`config.mk`:
```
export PLATFORM = sky130hd
export DESIGN_NAME = control_unit
export DESIGN_NICKNAME = d
export VERILOG_FILES = /design/src/rtl/control_unit_pkg.sv /design/src/rtl/control_unit_alu_decoder.sv /design/src/rtl/control_unit.sv
export SDC_FILE = /design/constraint.sdc
export NUM_CORES = 1
export LEC_CHECK = 0
export CAP_MARGIN = 25
export CELL_PAD_IN_SITES_DETAIL_PLACEMENT = 1
export CELL_PAD_IN_SITES_GLOBAL_PLACEMENT = 2
export CORE_MARGIN = 10
export CORE_UTILIZATION = 20
export CTS_CLUSTER_DIAMETER = 40
export DETAILED_ROUTE_END_ITERATION = 10
export HOLD_SLACK_MARGIN = 0.1
export PLACE_DENSITY = 0.81
export SYNTH_ARGS = -nofsm -noshare
export SYNTH_HDL_FRONTEND = slang
export SYNTH_SLANG_ARGS = --single-unit
```
`constraint.sdc`:
```
create_clock -name clk -period 1 [get_ports clk]
set_input_delay 0.15 -clock clk [delete_from_list [all_inputs] [get_ports clk]]
set_output_delay 0.15 -clock clk [all_outputs]
set_load 0.01 [all_outputs]
```
`src/rtl/control_unit_pkg.sv`:
```
// control_unit_pkg: shared opcode/funct constants, ALU operation encoding and
// the packed control bundle exchanged between the decoders and the output register.
package control_unit_pkg;

  // Primary opcodes (instruction bits [31:26])
  localparam logic [5:0] OP_RTYPE = 6'b000000;
  localparam logic [5:0] OP_J     = 6'b000010;
  localparam logic [5:0] OP_JAL   = 6'b000011;
  localparam logic [5:0] OP_BEQ   = 6'b000100;
  localparam logic [5:0] OP_ADDI  = 6'b001000;
  localparam logic [5:0] OP_SLTI  = 6'b001010;
  localparam logic [5:0] OP_ANDI  = 6'b001100;
  localparam logic [5:0] OP_ORI   = 6'b001101;
  localparam logic [5:0] OP_LUI   = 6'b001111;
  localparam logic [5:0] OP_LW    = 6'b100011;
  localparam logic [5:0] OP_SW    = 6'b101011;

  // R-type function codes (instruction bits [5:0])
  localparam logic [5:0] FN_SLL = 6'b000000;
  localparam logic [5:0] FN_SRL = 6'b000010;
  localparam logic [5:0] FN_JR  = 6'b001000;
  localparam logic [5:0] FN_ADD = 6'b100000;
  localparam logic [5:0] FN_SUB = 6'b100010;
  localparam logic [5:0] FN_AND = 6'b100100;
  localparam logic [5:0] FN_OR  = 6'b100101;
  localparam logic [5:0] FN_XOR = 6'b100110;
  localparam logic [5:0] FN_NOR = 6'b100111;
  localparam logic [5:0] FN_SLT = 6'b101010;

  // ALU operation encoding seen by the datapath
  typedef enum logic [3:0] {
    ALU_AND = 4'b0000,
    ALU_OR  = 4'b0001,
    ALU_ADD = 4'b0010,
    ALU_XOR = 4'b0011,
    ALU_SUB = 4'b0110,
    ALU_SLT = 4'b0111,
    ALU_SLL = 4'b1000,
    ALU_SRL = 4'b1001,
    ALU_LUI = 4'b1010,
    ALU_NOR = 4'b1100
  } alu_op_e;

  // Full set of datapath controls produced for one instruction
  typedef struct packed {
    logic    reg_write;
    logic    reg_dst;
    logic    alu_src;
    logic    branch;
    logic    mem_write;
    logic    mem_to_reg;
    logic    jump;
    logic    jal;
    logic    jr;
    alu_op_e alu_ctrl;
    logic    illegal;
  } ctrl_t;

  // Quiet bundle: every strobe off, ALU parked on ADD
  function automatic ctrl_t ctrl_default();
    ctrl_t c;
    c          = '0;
    c.alu_ctrl = ALU_ADD;
    return c;
  endfunction

  // Bundle for an undecodable instruction
  function automatic ctrl_t ctrl_illegal();
    ctrl_t c;
    c         = ctrl_default();
    c.illegal = 1'b1;
    return c;
  endfunction

endpackage

```
`src/rtl/control_unit_alu_decoder.sv`:
```
// alu_decoder: combinational opcode/funct -> ALU operation, plus R-type legality
// and jr detection. Extended ops (xor, nor, sll, srl, lui) are decoded only when
// CONTROL_UNIT_EXT_OPS_EN is defined; otherwise they fall back to ADD / not legal.
module alu_decoder
  import control_unit_pkg::*;
(
  input  logic [5:0] i_opcode,
  input  logic [5:0] i_funct,
  output logic [3:0] o_alu_ctrl,
  output logic       o_rtype_legal,
  output logic       o_rtype_jr
);

  alu_op_e w_alu;
  logic    w_rlegal;
  logic    w_jr;

  // Select the ALU operation; anything unrecognised parks on ADD
  always_comb begin
    w_alu    = ALU_ADD;
    w_rlegal = 1'b0;
    w_jr     = 1'b0;
    case (i_opcode)
      OP_RTYPE: begin
        case (i_funct)
          FN_ADD: begin w_alu = ALU_ADD; w_rlegal = 1'b1; end
          FN_SUB: begin w_alu = ALU_SUB; w_rlegal = 1'b1; end
          FN_AND: begin w_alu = ALU_AND; w_rlegal = 1'b1; end
          FN_OR:  begin w_alu = ALU_OR;  w_rlegal = 1'b1; end
          FN_SLT: begin w_alu = ALU_SLT; w_rlegal = 1'b1; end
          FN_JR:  begin w_alu = ALU_ADD; w_rlegal = 1'b1; w_jr = 1'b1; end
`ifdef CONTROL_UNIT_EXT_OPS_EN
          FN_XOR: begin w_alu = ALU_XOR; w_rlegal = 1'b1; end
          FN_NOR: begin w_alu = ALU_NOR; w_rlegal = 1'b1; end
          FN_SLL: begin w_alu = ALU_SLL; w_rlegal = 1'b1; end
          FN_SRL: begin w_alu = ALU_SRL; w_rlegal = 1'b1; end
`else
          // Extended R-type ops are not built in: treat as undecodable
          FN_XOR, FN_NOR, FN_SLL, FN_SRL: begin w_alu = ALU_ADD; w_rlegal = 1'b0; end
`endif
          default: begin w_alu = ALU_ADD; w_rlegal = 1'b0; end
        endcase
      end
      OP_ANDI: w_alu = ALU_AND;
      OP_ORI:  w_alu = ALU_OR;
      OP_SLTI: w_alu = ALU_SLT;
      OP_BEQ:  w_alu = ALU_SUB;
`ifdef CONTROL_UNIT_EXT_OPS_EN
      OP_LUI:  w_alu = ALU_LUI;
`else
      OP_LUI:  w_alu = ALU_ADD;
`endif
      // addi, lw, sw, j, jal and unknown opcodes all use ADD
      default: w_alu = ALU_ADD;
    endcase
  end

  assign o_alu_ctrl    = w_alu;
  assign o_rtype_legal = w_rlegal;
  assign o_rtype_jr    = w_jr;

endmodule

```
`src/rtl/control_unit.sv`:
```
// control_unit: main instruction decoder with a single registered output stage
// (one-cycle latency). Optional macro CONTROL_UNIT_EXT_OPS_EN enables the
// extended ops (xor, nor, sll, srl, lui); without it they decode as illegal.
module control_unit
  import control_unit_pkg::*;
(
  input  logic       clk,
  input  logic       rst,
  input  logic [5:0] opcode,
  input  logic [5:0] funct,
  output logic       regWrite,
  output logic       regDesination,
  output logic       aluSource,
  output logic       branch,
  output logic       memWrite,
  output logic       memToReg,
  output logic       jump,
  output logic       jal,
  output logic       jr,
  output logic [3:0] alu_ctrl,
  output logic       illegal
);

  logic [3:0] w_alu_ctrl;
  logic       w_rtype_legal;
  logic       w_rtype_jr;
  ctrl_t      w_ctrl;
  ctrl_t      r_ctrl;

  alu_decoder u_alu_decoder (
    .i_opcode      (opcode),
    .i_funct       (funct),
    .o_alu_ctrl    (w_alu_ctrl),
    .o_rtype_legal (w_rtype_legal),
    .o_rtype_jr    (w_rtype_jr)
  );

  // Build the control bundle; illegal encodings collapse to the quiet ADD bundle
  always_comb begin
    w_ctrl          = ctrl_default();
    w_ctrl.alu_ctrl = alu_op_e'(w_alu_ctrl);
    case (opcode)
      OP_RTYPE: begin
        if (!w_rtype_legal) begin
          w_ctrl = ctrl_illegal();
        end else if (w_rtype_jr) begin
          // jr never writes the register file
          w_ctrl.jr = 1'b1;
        end else begin
          w_ctrl.reg_write = 1'b1;
          w_ctrl.reg_dst   = 1'b1;
        end
      end
      OP_ADDI, OP_ANDI, OP_ORI, OP_SLTI: begin
        w_ctrl.reg_write = 1'b1;
        w_ctrl.alu_src   = 1'b1;
      end
`ifdef CONTROL_UNIT_EXT_OPS_EN
      OP_LUI: begin
        w_ctrl.reg_write = 1'b1;
        w_ctrl.alu_src   = 1'b1;
      end
`else
      OP_LUI: w_ctrl = ctrl_illegal();
`endif
      OP_LW: begin
        w_ctrl.reg_write  = 1'b1;
        w_ctrl.alu_src    = 1'b1;
        w_ctrl.mem_to_reg = 1'b1;
      end
      OP_SW: begin
        w_ctrl.mem_write = 1'b1;
        w_ctrl.alu_src   = 1'b1;
      end
      OP_BEQ: w_ctrl.branch = 1'b1;
      OP_J:   w_ctrl.jump   = 1'b1;
      OP_JAL: begin
        // Link register is fixed, so rt/rd select stays 0
        w_ctrl.jump      = 1'b1;
        w_ctrl.jal       = 1'b1;
        w_ctrl.reg_write = 1'b1;
      end
      default: w_ctrl = ctrl_illegal();
    endcase
  end

  // ---- output register stage: reset wins over the decode on the same edge ----
  always_ff @(posedge clk) begin
    if (rst) begin
      r_ctrl <= '0;
    end else begin
      r_ctrl <= w_ctrl;
    end
  end

  assign regWrite      = r_ctrl.reg_write;
  assign regDesination = r_ctrl.reg_dst;
  assign aluSource     = r_ctrl.alu_src;
  assign branch        = r_ctrl.branch;
  assign memWrite      = r_ctrl.mem_write;
  assign memToReg      = r_ctrl.mem_to_reg;
  assign jump          = r_ctrl.jump;
  assign jal           = r_ctrl.jal;
  assign jr            = r_ctrl.jr;
  assign alu_ctrl      = r_ctrl.alu_ctrl;
  assign illegal       = r_ctrl.illegal;

endmodule

```
==> results.toml <==
[yosys]
yosys.cell_types.count = 36
syn_area_per_cell_um2 = 8.93
synth.yosys.warnings = 0
dominant_synthesized_flop_cell = "dfxtp_1"
synth.top_cells.by_area = "dfxtp_1 (39%), nor2_1 (5.1%), a21oi_1 (3.8%)"
mappedNetlistNets = 88
async_reset_ff_share_pct = 0
synth-seq-area-share_pct = 39.4
cell_type_with_the_highest_aggregate_area_in_the_netlist = "dfxtp_1"
syn_inst = 74
syn_area_um2 = 661
yosys_register_bits = 13
synth-edff-count = 0
netlist.area_leader.share_pct = 39.4

[sta]
grt_setup_unrepaired = "true"
timing.final.setup_violations = 1
setup_slack_ns = -0.0116
tns_ns = -0.0116
drv_slew = 0
final_hold_viol_count = 0
top_achievable_clock_speed_ghz = 0.988
fin_crit_ns = 1.01
holdWs_ns = 0.133
period_share_pct = 101

[power_and_ir_drop]
design_power_total_mw = 1.13
power_per_cell_area_nw_per_um2 = 948
leakagePower_nw = 0.514
peakVddDrop_v = 0.000310

[detailed_routing]
wl_per_cell_um = 14.8
detail_route.drc_violations = 0
number_of_violations_reported_at_the_end_of_detailed_routing_iteration_0 = 20
detailedRoute.firstPassIterationCount = 3
drt-vias-per-instance = 4.57
detail-route-antenna-nets = 0
drt_wl_total_mm = 2.45
vias = 759

[flow_run]
cap_violations = 0

[critical_path]
timing.critical_path.cells = "buf_6 > or3_4 > nor3b_4 > a41oi_2 > nor2_1"
number_of_buffer_and_inverter_instances_along_the_worst_setup_path = 1
critical_path.top_delay_family = "simple AND/OR/NAND/NOR gates"
timing.critical_path.from_type = "input port"
crit_arrival_ns = 1.22
cp_slowest_stage_delay_ns = 0.42
required_ns = 1.21
critical_path_peak_fanout = 4
crit_type = "input port to flip-flop"
cp_max_delay_cell = "or3_4"
timing.critical_path.to_type = "flip-flop"

[clocking]
cts-buffers-inserted = 3
cts_max_level = 1
cts.hold.buffers_added = 0
clock-sinks = 13
cts-root-to-sink-buffers = 2
cts_tree = "built"
cts_root_buffer = "clkbuf_4"
path_clk_slew_ns = 0.08

[status]
violations = "negative setup slack"
run_status = "finished, violations left"

[placed_design]
dp_slack_ns = -0.682
place_congestion = 0.912
dp.final_hpwl_mm = 1.85
port_buffers = 26

[final_layout]
layout.filler_cells = 374
fin_nets = 136
final_layout_size_suffix_gt1_share_pct = 60.3
area_delta_synth_final_pct = 80.5

[floorplan]
die_area_um2 = 6000
core_area_um2 = 3100
std_cell_rows = 20
die_w_um = 77.5
starting_density_pct = 21.3
io-pin-count = 28
die_height_um = 77.5

[global_routing]
largest_net_degree_at_the_start_of_global_routing = 10
wire_length_of_the_first_global_routing_pass_mm = 3.71
grt_use_total_pct = 7.59
grt_overflow_total = 0
via_count_of_the_first_global_routing_pass = 794
number_of_antenna_violations_at_the_first_check_in_global_routing = 1

[worst_hold_path]
worstHoldPathType = "input port to flip-flop"
[cell type report]
| class | instances | area, um^2 | share of cell area [%] |
|---|---|---|---|
| tap | 44 | 55.1 | 4.62 |
| antenna | 1 | 2.50 | 0.210 |
| clock buffer | 4 | 26.3 | 2.20 |
| timing repair buffer | 48 | 339 | 28.4 |
| inverter | 2 | 7.51 | 0.630 |
| multi-input combinational | 54 | 500 | 42.0 |
| sequential | 13 | 262 | 21.9 |
[cell usage after synthesis (2+ instances only)]
library cell / n
dfxtp_1: 13
nor2_1: 9
a21oi_1: 5
buf_2: 3
nand3_1: 3
nor3b_1: 3
and2_1: 2
and3_1: 2
inv_1: 2
nand2_1: 2
nor2b_1: 2
nor3_1: 2
nor4_1: 2
nor4bb_1: 2
[final timing paths]
| path | cells after the start | end | from |
|---|---|---|---|
| hold / removal | 2 | jal | opcode[0] |
| setup / recovery | 5 | alu_ctrl[2] | opcode[4] |
[power by group]
part / leakage [nW] / switching (mW) / internal [mW]
logic: 0.394 / 0.143 / 0.144
registers: 0.106 / 0.00282 / 0.528
clock network: 0.0150 / 0.160 / 0.155
total: 0.514 / 0.305 / 0.826
[per-layer routing]
metal	wire [um]	global-route usage, %	vias to the layer above
met5	0	0	-
met2	1300	13.6	15
met3	50	1.38	4
li1	-	-	372
met1	1020	7.63	368
met4	78	5.84	0
[sequential cells by signal, summed over array words and instances (netlist names)]
signal,flops
aluSource,1
alu_ctrl,3
branch,1
illegal,1
jal,1
jr,1
jump,1
memToReg,1
memWrite,1
regDesination,1
regWrite,1
[placed cells by master (no fill, tap or decap), drive strengths merged, types with 3 or more instances in the layout]
cell type / count
nor3: 3
nor3b: 4
dfxtp: 13
a21oi: 5
nor2: 9
nand3: 3
clkdlybuf4s15: 3
buf: 29
clkbuf: 18
[cell families (layout without fill, tap and decap cells)]
group / Yosys count / in the layout / share of synthesized area (%)
AO/OA/AOI/OAI: 15 / 15 / 16.9
buffers and inverters: 7 / 54 / 5.11
flip-flops: 13 / 13 / 39.4
other: 1 / 2 / 0.568
AND/OR/NAND/NOR: 38 / 38 / 38.1
[repair_timing]
action	CTS	global route
endpoints found under the setup margin	26	21
buffers inserted	3	1
pin swaps	12	9
gates resized for setup	76	31
[per-stage QoR]
step	area [um^2]	cells	utilization, %
floorplan	689	74	-
global placement	1090	157	35.3
detailed placement	1090	157	35.3
CTS	1200	164	38.8
global route	1190	166	38.4
finish	1190	166	38.4
(Power assumes the default switching activity.)
